<file path="src/rtl/sram_arb_pkg.sv">
// Shared types for the SRAM port arbiter: the lock-state encoding used by the top level.
package sram_arb_pkg;

    typedef enum logic [0:0] {
        IDLE   = 1'b0,
        LOCKED = 1'b1
    } arb_state_e;

endpackage

</file>
<file path="src/rtl/sram_port_arbiter_rr_pick.sv">
// Round-robin picker: returns the first requesting index at or after ptr, wrapping circularly,
// as both a one-hot vector and a binary index.
module rr_pick #(
    parameter int N  = 2,
    parameter int IW = (N > 1) ? $clog2(N) : 1
) (
    input  logic [N-1:0]  req,
    input  logic [IW-1:0] ptr,
    output logic [N-1:0]  gnt,
    output logic [IW-1:0] idx,
    output logic          valid
);

    localparam logic [N-1:0] ONE = {{(N-1){1'b0}}, 1'b1};

    logic [N-1:0] below_ptr_s;
    logic [N-1:0] upper_req_s;
    logic [N-1:0] search_s;

    // Prefer requests at or above the pointer; fall back to the full vector to wrap around.
    assign below_ptr_s = (ONE << ptr) - ONE;
    assign upper_req_s = req & ~below_ptr_s;
    assign search_s    = (|upper_req_s) ? upper_req_s : req;
    assign gnt         = search_s & (~search_s + ONE);
    assign valid       = |req;

    // Binary encode of the one-hot pick.
    always_comb begin
        idx = {IW{1'b0}};
        for (int i = 0; i < N; i++) begin
            idx = gnt[i] ? IW'(i) : idx;
        end
    end

endmodule

</file>
<file path="src/rtl/sram_port_arbiter.sv">
// Multi-requester single-port SRAM arbiter with round-robin selection and burst locking.
// Grants are combinational; read data returns one cycle after the read beat.
module sram_port_arbiter
    import sram_arb_pkg::*;
#(
    parameter int  NUM_REQ    = 2,
    parameter int  ADDR_WIDTH = 32,
    parameter int  DATA_WIDTH = 32,
    localparam int STRB_WIDTH = DATA_WIDTH / 8,
    localparam int IW         = (NUM_REQ > 1) ? $clog2(NUM_REQ) : 1
) (
    input  logic                             aclk,
    input  logic                             areset,
    input  logic [NUM_REQ-1:0]               req_i,
    input  logic [NUM_REQ-1:0]               we_i,
    input  logic [NUM_REQ-1:0]               last_i,
    input  logic [NUM_REQ*STRB_WIDTH-1:0]    be_i,
    input  logic [NUM_REQ*ADDR_WIDTH-1:0]    addr_i,
    input  logic [NUM_REQ*DATA_WIDTH-1:0]    wdata_i,
    output logic [NUM_REQ-1:0]               gnt_o,
    output logic [NUM_REQ-1:0]               rvalid_o,
    output logic [DATA_WIDTH-1:0]            rdata_o,
    output logic                             ram_en_o,
    output logic                             ram_wen_o,
    output logic [STRB_WIDTH-1:0]            ram_bm_o,
    output logic [ADDR_WIDTH-1:0]            ram_addr_o,
    output logic [DATA_WIDTH-1:0]            ram_dat_o,
    input  logic [DATA_WIDTH-1:0]            ram_dat_i
);

    localparam logic [NUM_REQ-1:0] ONE = {{(NUM_REQ-1){1'b0}}, 1'b1};

    arb_state_e        state_r;
    logic [IW-1:0]     owner_r;
    logic [IW-1:0]     rr_ptr_r;
    logic              rd_pend_r;
    logic [IW-1:0]     rd_idx_r;

    logic [NUM_REQ-1:0] pick_gnt_s;
    logic [IW-1:0]      pick_idx_s;
    logic               pick_valid_s;
    logic [IW-1:0]      sel_idx_s;
    logic               sel_valid_s;
    logic               grant_s;
    logic [IW-1:0]      next_ptr_s;

    rr_pick #(
        .N  (NUM_REQ),
        .IW (IW)
    ) u_rr_pick (
        .req   (req_i),
        .ptr   (rr_ptr_r),
        .gnt   (pick_gnt_s),
        .idx   (pick_idx_s),
        .valid (pick_valid_s)
    );

    // Select the beat to accept: round-robin pick when idle, only the owner while locked.
    always_comb begin
        sel_idx_s   = {IW{1'b0}};
        sel_valid_s = 1'b0;
        case (state_r)
            IDLE: begin
                sel_idx_s   = pick_idx_s;
                sel_valid_s = pick_valid_s & (|pick_gnt_s);
            end
            LOCKED: begin
                sel_idx_s   = owner_r;
                sel_valid_s = req_i[owner_r];
            end
            default: begin
                sel_idx_s   = {IW{1'b0}};
                sel_valid_s = 1'b0;
            end
        endcase
    end

    // Reset masks the grant so nothing reaches the SRAM while areset is high.
    assign grant_s    = sel_valid_s & ~areset;
    assign next_ptr_s = (sel_idx_s == IW'(NUM_REQ - 1)) ? {IW{1'b0}} : sel_idx_s + IW'(1);

    assign gnt_o      = grant_s ? (ONE << sel_idx_s) : {NUM_REQ{1'b0}};
    assign ram_en_o   = grant_s;
    assign ram_wen_o  = grant_s & we_i[sel_idx_s];
    assign ram_bm_o   = grant_s ? be_i[sel_idx_s*STRB_WIDTH +: STRB_WIDTH] : {STRB_WIDTH{1'b0}};
    assign ram_addr_o = grant_s ? addr_i[sel_idx_s*ADDR_WIDTH +: ADDR_WIDTH] : {ADDR_WIDTH{1'b0}};
    assign ram_dat_o  = grant_s ? wdata_i[sel_idx_s*DATA_WIDTH +: DATA_WIDTH] : {DATA_WIDTH{1'b0}};
    assign rvalid_o   = (rd_pend_r & ~areset) ? (ONE << rd_idx_r) : {NUM_REQ{1'b0}};
    assign rdata_o    = ram_dat_i;

    // Lock FSM, round-robin pointer and one-deep read-return tracking.
    always_ff @(posedge aclk or posedge areset) begin
        if (areset) begin
            state_r   <= IDLE;
            owner_r   <= {IW{1'b0}};
            rr_ptr_r  <= {IW{1'b0}};
            rd_pend_r <= 1'b0;
            rd_idx_r  <= {IW{1'b0}};
        end else begin
            rd_pend_r <= sel_valid_s & ~we_i[sel_idx_s];
            rd_idx_r  <= sel_idx_s;
            if (sel_valid_s) begin
                if (last_i[sel_idx_s]) begin
                    state_r  <= IDLE;
                    rr_ptr_r <= next_ptr_s;
                end else begin
                    state_r  <= LOCKED;
                    owner_r  <= sel_idx_s;
                end
            end
        end
    end

endmodule

</file>
<file path="config.mk">
export PLATFORM = sky130hd
export DESIGN_NAME = sram_port_arbiter
export DESIGN_NICKNAME = d
export VERILOG_FILES = /design/src/rtl/sram_arb_pkg.sv /design/src/rtl/sram_port_arbiter_rr_pick.sv /design/src/rtl/sram_port_arbiter.sv
export SDC_FILE = /design/constraint.sdc
export NUM_CORES = 1
export LEC_CHECK = 0
export BUFFER_PORTS_ARGS = -buffer_cell sky130_fd_sc_hd__buf_4
export CAP_MARGIN = 20
export CORE_AREA = 2 2 110 112
export CTS_CLUSTER_SIZE = 12
export DETAILED_ROUTE_END_ITERATION = 10
export DIE_AREA = 0 0 112 114
export PLACE_DENSITY = 0.46
export SYNTH_ARGS = -nofsm -noshare
export SYNTH_HDL_FRONTEND = slang
export SYNTH_SLANG_ARGS = --single-unit
</file>
<file path="constraint.sdc">
create_clock -name aclk -period 3.51 [get_ports aclk]
set_clock_uncertainty 0.15 [all_clocks]
set_input_delay 0 -clock aclk [delete_from_list [all_inputs] [get_ports aclk]]
set_output_delay 0 -clock aclk [all_outputs]
set_load 0.02 [all_outputs]
</file>
After elaboration in Yosys (flattened, before gate mapping)
Cells that the tools add are included.
Word-level totals
  bits in registers: 5
  bits in latches: 0
  memory bits (writable): 0
  bits in read-only memories: 0
  input port bits: 176
  output and inout port bits: 106
  logic and storage cells: 51
  memories: 0
Operators by class
  add/sub/neg operators: 3
  $mul: 0
  div/mod/pow operators: 0
  magnitude comparators: 2
  equal/unequal tests: 0
  shift operators: 6
  multiplexer cells: 17
  bitwise operators: 13
  reduce and logical (&&, ||, !) cells: 5
Operators by type and width (number)
  $shiftx A64 B7 Y32: 2
  $mux W32: 2
  $mux W1: 9
  $shiftx A8 B4 Y4: 1
  $mux W2: 3
  $reduce_or A2 Y1: 3
  $shl A1 B1 Y2 const A: 3
  $and A1 B1 Y1: 5
  $and A2 B2 Y2: 2
  $lt A1 B2 Y1 const B: 2
  $mux W4: 1
  $not A1 Y1: 4
  $not A2 Y2: 2
  $pmux W1 S2: 2
  $reduce_and A2 Y1: 2
  $add A2 B1 Y2 const B: 1
  $sub A2 B1 Y2 const B: 1
  $add A1 B1 Y1 const B: 1

Longest topological paths before layout
  depth after elaboration: 15
  depth in mapped cells: 7
  mapped depth without buffers: 4

Modules after synthesis
A second synthesis with hierarchy kept.
Second synthesis, totals
  cell total of the unflattened synthesis: 295
  area total of the unflattened synthesis: 1814.2 µm²
Modules (own cells, without submodules)
  sram_port_arbiter: times used 1, cells an instance 290, area each 1781.7 µm², sequential area each 125.1 µm²
  rr_pick: times used 1, cells an instance 5, area each 32.5 µm², sequential area each 0.0 µm²

Worst setup path before layout
Ideal clock, no wire load.
  path type: register to output
  from: register state_r
  to: output port ram_dat_o[22]
  arrival: 1.573 ns
  required time: 3.360 ns
  slack: 1.787 ns
  cell stages (with the launch flop): 7
  buffers on the path: 2
  cell sequence: dfrtp_1 buf_2 nand2_1 nand3_1 a21oi_2 clkbuf_1 a22o_1
On the way
  longest elaborated chain between the ends: 4
  elaborated cells between the ends (all ways): 6
  those cells by class: shift: 1; mux: 3; bitwise: 2
Ends and longest elaborated chain
  start, declared: line sram_port_arbiter.sv:33  | arb_state_e state_r;
  start signal, assigned: line sram_port_arbiter.sv:94  | state_r <= IDLE;
  start signal, assigned: line sram_port_arbiter.sv:104  | state_r <= IDLE;
  start signal, assigned: line sram_port_arbiter.sv:107  | state_r <= LOCKED;
  $not A1 Y1: line sram_port_arbiter.sv:62  | case (state_r)
  $pmux W1 S2: line sram_port_arbiter.sv:62
  $shiftx A64 B7 Y32 or $and A1 B1 Y1 (tied branches): line sram_port_arbiter.sv:87, sram_port_arbiter.sv:79
  $mux W32 *: line sram_port_arbiter.sv:87  | assign ram_dat_o = grant_s ? wdata_i[sel_idx_s*DATA_WIDTH +: DATA_WIDTH] : {DATA_WIDTH{1'b0}};
  end, declared: line sram_port_arbiter.sv:27  | output logic [DATA_WIDTH-1:0] ram_dat_o,
Mark *: on every way between the ends. The rest lies on a longest branch, timed or not.

Worst setup path after layout
  from: input port areset
  to: output port ram_dat_o[26]
On the way
  longest elaborated chain between the ends: 3
Ends and longest elaborated chain
  start, declared: line sram_port_arbiter.sv:13  | input logic areset,
  $not A1 Y1: line sram_port_arbiter.sv:79  | assign grant_s = sel_valid_s & ~areset;
  $and A1 B1 Y1: line sram_port_arbiter.sv:79
  $mux W32: line sram_port_arbiter.sv:87
Every way passes these cells.

==> impl_metrics.json <==
{
  "status": "finished, final reports clean",
  "setup_violations": 0,
  "avgViaCountPerCell": 4.103,
  "start_kind": "input pin",
  "synth_simple_gate_area_share_pct": 6.862,
  "ios": 282,
  "synth_area_leader_cell": "a22o_1",
  "port_buffers": 217,
  "ys_top_cells_by_area": "a22o_1, buf_4, dfrtp_1",
  "start_util_pct": 10.59,
  "clkTransAtPathRegs_ns": 0.03,
  "p_sw_share_pct": 43.29,
  "cts-resized-gates": 0,
  "root_buffer": "clkbuf_16",
  "switchingPower_uw": 559.2,
  "hold_viol": 0,
  "whs_ns": 0.02174,
  "yosysWarnings": 0,
  "syn-cell-area_sq_mm": 0.001240,
  "syn_inst": 151,
  "fp.dieH_um": 114,
  "synth.mux.area_fraction_pct": 2.523,
  "synth_xor_xnor_area_share_pct": 0,
  "grt_pass1_vias": 1890,
  "die-area_sq_mm": 0.01277,
  "tns_ns": 0,
  "slew_viol_final": 0,
  "power.share.combinational_pct": 76.4,
  "required_ns": 3.36,
  "cts_buffers": 3,
  "core_sq_mm": 0.01171,
  "path_common_cell": "buf_4",
  "row_count": 40,
  "hp-start": "req_i[0]",
  "tightest_slew_ns": 0.9682,
  "cp-startpoint": "areset",
  "crit-reg2reg-launch": "state_r",
  "power_density_mw_per_mm2": 396.0,
  "die_width_um": 112,
  "synth-compound-area-share_pct": 53.68,
  "slowest_stage": "o2111a_2",
  "drt_wl_total_um": 7379,
  "fmax_ghz": 0.3756,
  "synth-seq-area-share_pct": 10.09,
  "post-route-min-period_ns": 2.662,
  "crit_path_max_incr_delay_ns": 0.71,
  "power_leakage_nw": 1.685,
  "hold_class": "in2reg",
  "fin_crit_sh_pct": 75.85,
  "synth_top_family_by_area": "compound AO/OA/AOI/OAI gates",
  "grt_use_total_pct": 9.808,
  "ys_ff_latch": 5,
  "layout_commonest_cell": "buf_4",
  "finish.net_count": 545,
  "grt_max_degree": 37,
  "clockBufferDepth": 2,
  "area_delta_synth_final_pct": 163.1,
  "wl_per_cell_um": 14.30,
  "synth_top_area_share_pct": 48.74,
  "irDropWorstVdd_v": 0.0002020,
  "critPathKind": "in2out",
  "clkPwrFrac_pct": 14.5,
  "ant_nets": 0,
  "critPathMaxFanout": 36,
  "p_seq_share_pct": 9.1,
  "cts_tree": "done",
  "grt_overflow": 0,
  "ys_types": 23,
  "cp-end-kind": "output port",
  "slew_headroom_pct": 35.31,
  "p_int_uw": 732.5,
  "cts_sinks": 5,
  "postCtsSetupRepairBufs": 0,
  "place.gp.congestion": 0.7336,
  "synthesis.nets": 327,
  "num_vias": 2117,
  "path_cells": "dlygate4sd3_1 -> buf_4 -> inv_1 -> o2111a_2 -> buf_4 -> a22o_1 -> buf_4",
  "cap_violations": 0,
  "dr.first_iter.drc_count": 47,
  "dp_hpwl_um": 5747,
  "final_cell_mix": "buf_4, a22o_1, dlygate4sd3_1",
  "antenna_found_initial": 1,
  "rsz0062_at_grt": "no",
  "synth_area_per_cell_sq_um": 8.212,
  "insertion_delay_ns": 0.23,
  "grt_pass1_wl_um": 10110,
  "crit_arrival_ns": 2.51,
  "dr.pass1.iters": 4,
  "drcViolationCount": 0,
  "synth_adder_area_share_pct": 0,
  "htree_levels": 1,
  "drive_gt1_share_pct": 61.14
}
[cell families after synthesis]
logic type,count (synthesis)
buf+inv,49
flops,5
compound gates,78
simple gates,16
mux,3
[metrics by stage]
step / power [mW] / std cells / area, sq um / util [%] / worst slack, ns
3_3_place_gp: 1.015 / 469 / 2760 / 23.57 / 1.282
3_5_place_dp: 1.017 / 469 / 2760 / 23.57 / 1.204
5_1_grt: 1.368 / 516 / 3262 / 27.85 / 0.6665
2_1_floorplan: 0.6664 / 151 / 1240 / - / 1.787
6_report: 1.292 / 516 / 3262 / 27.85 / 0.8478
4_1_cts: 1.299 / 515 / 3259 / 27.83 / 0.8179
[metal layers]
metal,part of all wire [%],track usage (%),vias up,wire (um)
met3,10,2.816,5,760
li1,-,-,998,-
met5,0,0,-,0
met2,53,18.10,147,3880
met4,1.2,1.870,0,91
met1,36,11.38,967,2647
[path summary, 6_finish.rpt]
path | endpoint | slack [ns] | cells past startpoint
worst min register to register | state_r | 0.51 | 2
worst max register to register | owner_r | 1.29 | 5
min in group asynchronous | owner_r | 0.14 | 3
max in group asynchronous | state_r | 2.83 | 3
worst min-delay path | state_r | 0.02 | 4
worst max-delay path | ram_dat_o[26] | 0.85 | 7
[critical path: cells and delay by family]
family	cells	cell delay, ns
AO/OA/AOI/OAI	2	0.94
buffers and inverters	5	1.53
[registers in the layout, summed over array words and instances (netlist names)]
signal	flops
rd_idx_r	1
rr_ptr_r	1
state_r	1
owner_r	1
rd_pend_r	1
[Yosys cell counts]
cell type	instances
a21oi_1	3
a21oi_2	1
a22o_1	69
a311oi_1	1
and2_1	2
and3_1	1
buf_2	8
buf_4	33
buf_6	2
clkbuf_1	5
dfrtp_1	5
inv_1	1
mux2_2	1
mux2i_1	2
nand2_1	4
nand2b_1	3
nand3_1	1
nor2_1	2
nor2b_1	2
nor3b_1	1
o2111a_1	1
o211ai_1	1
o21ai_0	2
[power groups by stage]
stage | combinational, mW | clock (mW) | sequential (mW)
CTS | 0.993 | 0.189 | 0.117
floorplan | 0.567 | 0 | 0.0994
global route | 1.05 | 0.195 | 0.122
global placement | 0.899 | 0 | 0.116
detailed placement | 0.900 | 0 | 0.116
finish | 0.987 | 0.188 | 0.117
[cell type report]
class	count	area (sq um)
Timing Repair Buffer	261	2077
Multi-Input combinational cell	97	790.8
Tap cell	147	183.9
Antenna cell	1	2.502
Inverter	1	3.754
Fill cell	1258	8449
Sequential cell	5	125.1
Clock buffer	4	78.83
[repair_timing]
item,CTS,global route
endpoints found under the hold margin,41,0
setup endpoints to repair,0,0
hold buffers,42,0
No activity file was read; power rests on OpenSTA's default activity.
